## config.mk

```make
export PLATFORM = sky130hd
export DESIGN_NAME = stream_rr_arbiter
export DESIGN_NICKNAME = d
export VERILOG_FILES = /design/src/rtl/stream_arb_pkg.sv /design/src/rtl/one_stage_buffer.sv /design/src/rtl/stream_rr_arbiter.sv
export SDC_FILE = /design/constraint.sdc
export NUM_CORES = 1
export LEC_CHECK = 0
export BUFFER_PORTS_ARGS = -buffer_cell sky130_fd_sc_hd__buf_2
export CORE_AREA = 2 2 65 67
export CTS_CLUSTER_DIAMETER = 100
export DETAILED_ROUTE_END_ITERATION = 7
export DIE_AREA = 0 0 67 69
export PLACE_DENSITY = 0.66
export SYNTH_ARGS = -nofsm -noshare
export SYNTH_HDL_FRONTEND = slang
export SYNTH_SLANG_ARGS = --single-unit
```

## constraint.sdc

```tcl
create_clock -name clk_i -period 11.6 [get_ports clk_i]
set_input_delay 1.74 -clock clk_i [delete_from_list [all_inputs] [get_ports clk_i]]
set_output_delay 1.74 -clock clk_i [all_outputs]
set_load 0.05 [all_outputs]
```

## src/rtl/stream_arb_pkg.sv

```systemverilog
// -----------------------------------------------------------------------------
// stream_arb_pkg
// Shared types and helpers for the round-robin stream arbiter.
//   state_t  : arbiter state (IDLE = free to arbitrate, LOCKED = mid-packet)
//   src_size : width of a source-index field for n requesters
//   rr_pick  : round-robin search for the first valid requester at/after ptr
// -----------------------------------------------------------------------------
package stream_arb_pkg;

    typedef enum logic {
        IDLE   = 1'b0,
        LOCKED = 1'b1
    } state_t;

    // Largest supported requester count; rr_pick works on vectors of this size.
    localparam int unsigned MAX_INPUTS = 16;

    function automatic int unsigned src_size(input int unsigned n);
        return (n < 2) ? 1 : $clog2(n);
    endfunction

    // Returns the first index with valid set, searching ptr, ptr+1, ... modulo n.
    // If nothing is valid the result is ptr; callers qualify it with |valid.
    function automatic logic [3:0] rr_pick(input logic [15:0]  valid,
                                           input logic [3:0]   ptr,
                                           input int unsigned  n);
        logic [3:0]  res;
        logic        found;
        int unsigned idx;
        res   = ptr;
        found = 1'b0;
        for (int unsigned k = 0; k < MAX_INPUTS; k++) begin
            if (!found && (k < n)) begin
                idx = 32'(ptr) + k;
                if (idx >= n) begin
                    idx = idx - n;
                end
                if (valid[idx[3:0]]) begin
                    res   = idx[3:0];
                    found = 1'b1;
                end
            end
        end
        return res;
    endfunction

endpackage

```

## src/rtl/one_stage_buffer.sv

```systemverilog
// -----------------------------------------------------------------------------
// one_stage_buffer
// Single-entry registered valid/ready stage. Accepts a new word whenever it is
// empty or its current word is leaving in the same cycle, so it sustains one
// word per cycle with one cycle of latency.
// Ports:
//   clk_i, rstn_i          clock, synchronous active-low reset
//   s_valid_i/s_ready_o    upstream handshake, s_data_i upstream word
//   m_valid_o/m_ready_i    downstream handshake, m_data_o stored word
// -----------------------------------------------------------------------------
module one_stage_buffer #(
    parameter int G_DATA_SIZE = 8
) (
    input  logic                   clk_i,
    input  logic                   rstn_i,
    input  logic                   s_valid_i,
    output logic                   s_ready_o,
    input  logic [G_DATA_SIZE-1:0] s_data_i,
    output logic                   m_valid_o,
    input  logic                   m_ready_i,
    output logic [G_DATA_SIZE-1:0] m_data_o
);

    assign s_ready_o = !m_valid_o || m_ready_i;

    // Stage boundary: input handshake -> stored word (_p0 equivalent)
    always_ff @(posedge clk_i) begin
        if (!rstn_i) begin
            m_valid_o <= 1'b0;
            m_data_o  <= '0;
        end else if (s_valid_i && s_ready_o) begin
            m_valid_o <= 1'b1;
            m_data_o  <= s_data_i;
        end else if (m_ready_i) begin
            m_valid_o <= 1'b0;
        end
    end

endmodule

```

## src/rtl/stream_rr_arbiter.sv

```systemverilog
// -----------------------------------------------------------------------------
// stream_rr_arbiter
// Packet-aware round-robin merge of G_NUM_INPUTS valid/ready streams into one
// registered output stream. A source that starts a multi-beat packet keeps the
// grant until its last beat is accepted; the pointer then moves past it.
// Ports:
//   clk_i, rstn_i                      clock, synchronous active-low reset
//   s_valid_i, s_ready_o, s_data_i,    per-requester streams (data packed,
//   s_last_i                            requester i at [i*G_DATA_SIZE +: ...])
//   m_valid_o, m_ready_i, m_data_o,    merged output stream
//   m_last_o, m_src_o                   m_src_o = index of producing requester
// -----------------------------------------------------------------------------
module stream_rr_arbiter
    import stream_arb_pkg::*;
#(
    parameter int G_NUM_INPUTS = 4,
    parameter int G_DATA_SIZE  = 8,
    parameter int G_SRC_SIZE   = src_size(G_NUM_INPUTS)
) (
    input  logic                               clk_i,
    input  logic                               rstn_i,
    input  logic [G_NUM_INPUTS-1:0]            s_valid_i,
    output logic [G_NUM_INPUTS-1:0]            s_ready_o,
    input  logic [G_NUM_INPUTS*G_DATA_SIZE-1:0] s_data_i,
    input  logic [G_NUM_INPUTS-1:0]            s_last_i,
    output logic                               m_valid_o,
    input  logic                               m_ready_i,
    output logic [G_DATA_SIZE-1:0]             m_data_o,
    output logic                               m_last_o,
    output logic [G_SRC_SIZE-1:0]              m_src_o
);

    localparam int BUF_W = G_DATA_SIZE + 1 + G_SRC_SIZE;
    localparam logic [G_SRC_SIZE-1:0] LAST_IDX = G_SRC_SIZE'(G_NUM_INPUTS - 1);

    state_t                  state;
    logic [G_SRC_SIZE-1:0]   rr_ptr;
    logic [G_SRC_SIZE-1:0]   lock_src;
    logic [G_SRC_SIZE-1:0]   grant;
    logic [15:0]             valid_ext;
    logic [3:0]              ptr_ext;
    logic [3:0]              pick;
    logic                    any_req;
    logic                    buf_ready;
    logic                    accept;
    logic [G_DATA_SIZE-1:0]  sel_data;
    logic                    sel_last;
    logic [BUF_W-1:0]        buf_in;
    logic [BUF_W-1:0]        buf_out;

    // Wrapping increment; never produces a value >= G_NUM_INPUTS.
    function automatic logic [G_SRC_SIZE-1:0] next_idx(input logic [G_SRC_SIZE-1:0] x);
        return (x == LAST_IDX) ? '0 : x + 1'b1;
    endfunction

    always_comb begin
        valid_ext                   = '0;
        valid_ext[G_NUM_INPUTS-1:0] = s_valid_i;
        ptr_ext                     = '0;
        ptr_ext[G_SRC_SIZE-1:0]     = rr_ptr;
    end

    assign pick = rr_pick(valid_ext, ptr_ext, G_NUM_INPUTS);

    // While locked the owner is granted even through idle gaps, so it must not
    // be qualified by its own valid; in IDLE a grant only exists when someone asks.
    always_comb begin
        if (state == LOCKED) begin
            grant   = lock_src;
            any_req = 1'b1;
        end else begin
            grant   = pick[G_SRC_SIZE-1:0];
            any_req = |s_valid_i;
        end
    end

    always_comb begin
        s_ready_o = '0;
        if (rstn_i && any_req) begin
            s_ready_o[grant] = buf_ready;
        end
    end

    always_comb begin
        sel_data = s_data_i[int'(grant)*G_DATA_SIZE +: G_DATA_SIZE];
        sel_last = s_last_i[grant];
        accept   = s_valid_i[grant] && s_ready_o[grant];
        buf_in   = {grant, sel_last, sel_data};
    end

    // Stage boundary: arbitration state updates on accepted beats
    always_ff @(posedge clk_i) begin
        if (!rstn_i) begin
            state    <= IDLE;
            rr_ptr   <= '0;
            lock_src <= '0;
        end else if (accept) begin
            if (sel_last) begin
                rr_ptr <= next_idx(grant);
                state  <= IDLE;
            end else if (state == IDLE) begin
                lock_src <= grant;
                state    <= LOCKED;
            end
        end
    end

    // Stage boundary: accepted beat -> registered output word
    one_stage_buffer #(
        .G_DATA_SIZE(BUF_W)
    ) u_buf (
        .clk_i    (clk_i),
        .rstn_i   (rstn_i),
        .s_valid_i(accept),
        .s_ready_o(buf_ready),
        .s_data_i (buf_in),
        .m_valid_o(m_valid_o),
        .m_ready_i(m_ready_i),
        .m_data_o (buf_out)
    );

    assign m_src_o  = buf_out[BUF_W-1 -: G_SRC_SIZE];
    assign m_last_o = buf_out[G_DATA_SIZE];
    assign m_data_o = buf_out[G_DATA_SIZE-1:0];

endmodule
```

==> flow_summary.ini, run 1 <==
[setup_path]
cp.required_ps = 9860
cpPeakStageDelay_ps = 520
cp-end-kind = primary output
worstPathMaxFanout = 22
cpMostUsedCell = buf_2
path_cells = buf_2 -> mux2_2 -> o21ai_0 -> a2111oi_4 -> a211oi_1 -> nor3_4 -> buf_4 -> inv_1 -> ha_1 -> and2_1 -> buf_2
crit_arrival_ps = 4210
critPathTopFamily = compound AO/OA/AOI/OAI gates
regToRegSetupSlack_ps = 6800
r2r.worst_path.cells = 15
path_depth = 11
startpoint_type = input pin
crit_slowest_cell = a2111oi_4
critical_path_class = input pin to primary output
path_buf_inv = 4

[routing]
wl_met2_microns = 1900
drc = 0
top_layer_used = met4
met3_length_microns = 232
vias = 1417
met1Wirelength_microns = 1500
drt_first_pass_iters = 4
first_iter_violations = 42
final_antenna_net_count = 0
wire_per_inst_microns = 13.6
drt-total-wl_microns = 3660
vias_per_cell = 5.27

[yosys]
ys_types = 46
seq_area_frac_synth_pct = 22.3
synth.most_common_cell = mux2i_1
synth-seq-cells = 17
yosysTopAreaCell = mux2i_1
yosys_warnings = 0
synth_top_area_share_pct = 26.9
syn_area_per_cell_sq_um = 9.20
synth.area.top_cells = mux2i_1 (27%), dfxtp_1 (22%), ha_1 (4.9%), nor2b_1 (3.7%), nand2_1 (2.5%)
async_flop_share_pct = 0
ys.flop_type = dfxtp_1
yosys-top-cells-count = mux2i_1 (41), dfxtp_1 (17), nand2_1 (10), nor2b_1 (9)
syn_area_sq_um = 1530
synth_nets = 215
syn-instance-count = 166
synth_edf_count = 0

[floorplanning]
rows = 23
die_h_microns = 69
die_area_sq_um = 4620
io_pins = 59
coreArea_sq_um = 3910
fp.dieW_microns = 67
initial_core_util_pct = 39.0

[place]
io_buffers = 58
dpl.hpwl_microns = 2860
place_area_sq_um = 1850
routabilityCongestion = 0.911

[cells_and_area]
drive_gt1_share_pct = 35.6
syn_to_final_growth_pct = 23.8
nets = 269
antenna_cells = 0
fin_area_sq_um = 1890
num-fill-cells = 402

[clocking]
clkTransAtPathRegs_ps = 70
cts_tree = done
cts-root-buf = clkbuf_8
insertion_delay_ps = 250
cts_resized = 0
clock_sinks = 17
h-tree-depth = 1
clk_path_buf_depth = 2
postCtsHoldBufs = 0
numCtsBuffers = 3
postCtsSetupBuffers = 0

[pwr]
p_leak_nw = 1.01
sw_frac_of_total_pct = 53.6
power.density_nw_per_um2 = 336
power_switching_mw = 0.341
pwr-share-clk_pct = 7.3
intPower_mw = 0.295
vdd_drop_max_v = 0.000197
power.total_mw = 0.636
p_seq_share_pct = 16.3
combPwrFrac_pct = 76.4

[global_route]
grt_pass1_vias = 1422
antenna_found_initial = 0
gr-total-overflow = 0
grt_first_pass_wirelength_microns = 6350
grt_max_degree = 23
track_usage_pct = 17.0

[sta]
fmax_ghz = 0.168
rsz0062_at_grt = false
fin_crit_sh_pct = 51.3
tightest_slew_ps = 694
slew_viol_final = 0
setup_viol = 0
period_needed_ps = 5950
skew_ps = 1.96
finalSetupTns_ps = 0
final-hold-violation-count = 0
slew_headroom_pct = 53.7

[min_path]
holdPathStages = 2
hp-class = flop to flop

[run_status]
status = completed

[flow_run]
drv_cap = 0
[area by class of cell]
cell class | count | area [sq um] | share of cell area (%)
clock buffer | 3 | 41.3 | 2.18
clock inverter | 1 | 5.00 | 0.265
inverter | 7 | 26.3 | 1.39
multi-input combinational | 132 | 1120 | 59.1
sequential | 17 | 340 | 18.0
tap | 50 | 62.6 | 3.31
timing repair buffer | 59 | 298 | 15.7
[worst min-delay path, delay by kind of cell, from the launching register on]
kind,cells,cell delay [ps]
simple gates,1,60
flops,1,320
compound gates,1,60
[sequential cells by signal, indices dropped and copies added (netlist names)]
name	flops
u_buf.m_data_o	11
rr_ptr	2
u_buf.m_valid_o	1
state	1
lock_src	2
[through the flow]
step	instances	util [%]	hold WS, ps	setup WS (ps)
2_1_floorplan	166	-	438	5860
3_3_place_gp	265	47.2	447	5700
3_5_place_dp	265	47.2	468	5660
4_1_cts	269	48.3	479	5660
5_1_grt	269	48.3	481	5430
6_report	269	48.3	479	5650
[placed cells by master, fill, tap and decap left out, types with 3 or more instances in the layout]
| master | netlist | final |
|---|---|---|
| nor2b_1 | 9 | 9 |
| nand2_1 | 10 | 10 |
| mux2i_1 | 41 | 41 |
| and3_1 | 3 | 3 |
| inv_1 | 6 | 6 |
| nor2_1 | 4 | 4 |
| and2_1 | 4 | 4 |
| nand2b_1 | 4 | 4 |
| o21ai_0 | 4 | 4 |
| clkbuf_8 | 0 | 3 |
| ha_1 | 6 | 6 |
| o31ai_1 | 3 | 3 |
| dfxtp_1 | 17 | 17 |
| buf_2 | 3 | 58 |
| a21oi_1 | 6 | 6 |
[kinds of logic (layout without fill, tap and decap cells)]
logic type	count (synthesis)	count (layout)	share of synthesized area, %
adders and majority gates	6	6	4.91
AOI/OAI and AO/OA	34	34	19.3
DFF	17	17	22.3
muxes	45	45	30.7
buffers and inverters	17	70	4.91
and+or+nand+nor	46	46	17.3
xor gates and xnor gates	1	1	0.573
[routing by layer]
metal  GRT usage, %  up-vias
li1               -      712
met1           20.4      651
met2           28.9       50
met3           3.92        4
met4           6.12        0
met5              0        -
[power by group through the flow]
| stage | logic [mW] | clock network (mW) | registers [mW] |
|---|---|---|---|
| floorplan | 0.364 | 0 | 0.146 |
| global placement | 0.488 | 0 | 0.104 |
| detailed placement | 0.489 | 0 | 0.105 |
| CTS | 0.491 | 0.0476 | 0.104 |
| global route | 0.531 | 0.0501 | 0.109 |
| finish | 0.486 | 0.0463 | 0.104 |
[path summary, 6_finish.rpt]
kind / startpoint / endpoint
max: s_valid_i[2] / s_ready_o[3]
min reg2reg: u_buf.m_data_o[8] / u_buf.m_data_o[8]
min: u_buf.m_data_o[8] / u_buf.m_data_o[8]
max reg2reg: rr_ptr[0] / lock_src[1]
No activity file was read; power rests on OpenSTA's default activity.
==> inputs of run 2 (changes only) <==
Settings changed: PLACE_DENSITY 0.66 to 0.69.
Clock period 11.6 ns to 5.4 ns, I/O delays scaled along.
==> flow_summary.ini, run 2 (synthesis results as in run 1) <==
[floorplanning]
io_pins = 59
coreArea_sq_um = 3910
rows = 23
die_area_sq_um = 4620
initial_core_util_pct = 39.0
die_h_microns = 69
fp.dieW_microns = 67

[sta]
skew_ps = 5.14
rsz0062_at_grt = false
period_needed_ps = 4360
final-hold-violation-count = 0
finalSetupTns_ps = 0
slew_headroom_pct = 54.9
fmax_ghz = 0.229
fin_crit_sh_pct = 80.8
slew_viol_final = 0
tightest_slew_ps = 675
setup_viol = 0

[cells_and_area]
layout_commonest_cell = buf_2
num-fill-cells = 400
regArea_sq_um = 340
largest_register_ffs = 11
top_register = u_buf.m_data_o
syn_to_final_growth_pct = 24.2
fin_area_sq_um = 1900
final_cell_mix = buf_2 (58), mux2i_1 (41), dfxtp_1 (17)
nets = 270
multiInputGateArea_sq_um = 1120
top_regs = u_buf.m_data_o (11), lock_src (2), rr_ptr (2)
drive_gt1_share_pct = 35.5
antenna_cells = 0

[min_path]
min_from = u_buf.m_data_o[8]
hp-class = flop to flop

[routing]
final_antenna_net_count = 0
vias_per_cell = 5.21
first_iter_violations = 65
vias = 1406
drc = 0
wire_per_inst_microns = 12.6
drt-total-wl_microns = 3410
drt_first_pass_iters = 4

[run_status]
status = completed

[clocking]
clock_sinks = 17
numCtsBuffers = 3
postCtsHoldBufs = 0
clk_path_buf_depth = 2
insertion_delay_ps = 250
h-tree-depth = 1
cts-root-buf = clkbuf_8
postCtsSetupBuffers = 0
cts_resized = 0
clkTransAtPathRegs_ps = 70
cts_tree = done

[pwr]
vdd_drop_max_v = 0.000319
p_leak_nw = 1.01
power.density_nw_per_um2 = 720

[flow_run]
drv_cap = 0

[setup_path]
cp-end-kind = flop
startpoint_type = flop
crit_arrival_ps = 4540
cp.required_ps = 5580
rr_startpoint = rr_ptr[0]
worstPathMaxFanout = 14
crit_start = rr_ptr[0]
critical_path_class = flop to flop

[place]
dpl.hpwl_microns = 2680
routabilityCongestion = 0.806
io_buffers = 58
place_area_sq_um = 1850

[global_route]
track_usage_pct = 15.9
gr-total-overflow = 0
grt_first_pass_wirelength_microns = 5880
antenna_found_initial = 0
grt_pass1_vias = 1375
grt_max_degree = 22
run 2: power breakdown:
part	internal [mW]	switching, mW
Combinational	0.417	0.632
Sequential	0.173	0.0479
Clock	0.0524	0.0446
Total	0.642	0.725
run 2: critical path: stages, from the launching register on:
cell	delay (ps)
dfxtp_1	660
inv_1	230
ha_1	430
o21ai_0	180
a2111oi_4	490
nand3_2	150
a31oi_4	170
buf_4	260
inv_2	110
ha_1	200
and2_1	170
o31ai_1	100
a211oi_2	150
nor2_2	560
or3_4	260
mux2i_1	180
run 2: through the flow:
| step | std cells | hold slack [ps] | worst slack (ps) | power (mW) | util, % |
|---|---|---|---|---|---|
| floorplan | 166 | 438 | 1520 | 1.10 | - |
| global placement | 266 | 445 | 1190 | 1.27 | 47.3 |
| detailed placement | 266 | 450 | 1020 | 1.28 | 47.3 |
| CTS | 270 | 460 | 997 | 1.38 | 48.5 |
| global route | 270 | 483 | 603 | 1.48 | 48.5 |
| finish | 270 | 459 | 1040 | 1.37 | 48.5 |
run 2: worst paths after layout:
check,to,slack (ps),depth (start not counted)
setup / recovery,lock_src[0],1040,15
hold / removal,u_buf.m_data_o[8],460,2
setup reg to reg,lock_src[0],1040,15
hold reg to reg,u_buf.m_data_o[8],460,2
run 2: layout make-up:
type                            instances  area share, %
Clock buffer                            4           2.37
Multi-Input combinational cell        132           58.9
Timing Repair Buffer                   60           16.1
Sequential cell                        17           17.9
Inverter                                7           1.38
Tap cell                               50           3.30
run 2: routing by layer:
metal	vias to the layer above	wire length, microns	global-route usage [%]
li1	716	-	-
met1	628	1550	20.3
met2	58	1540	25.4
met3	4	257	3.75
met4	0	54	6.35
met5	-	0	0
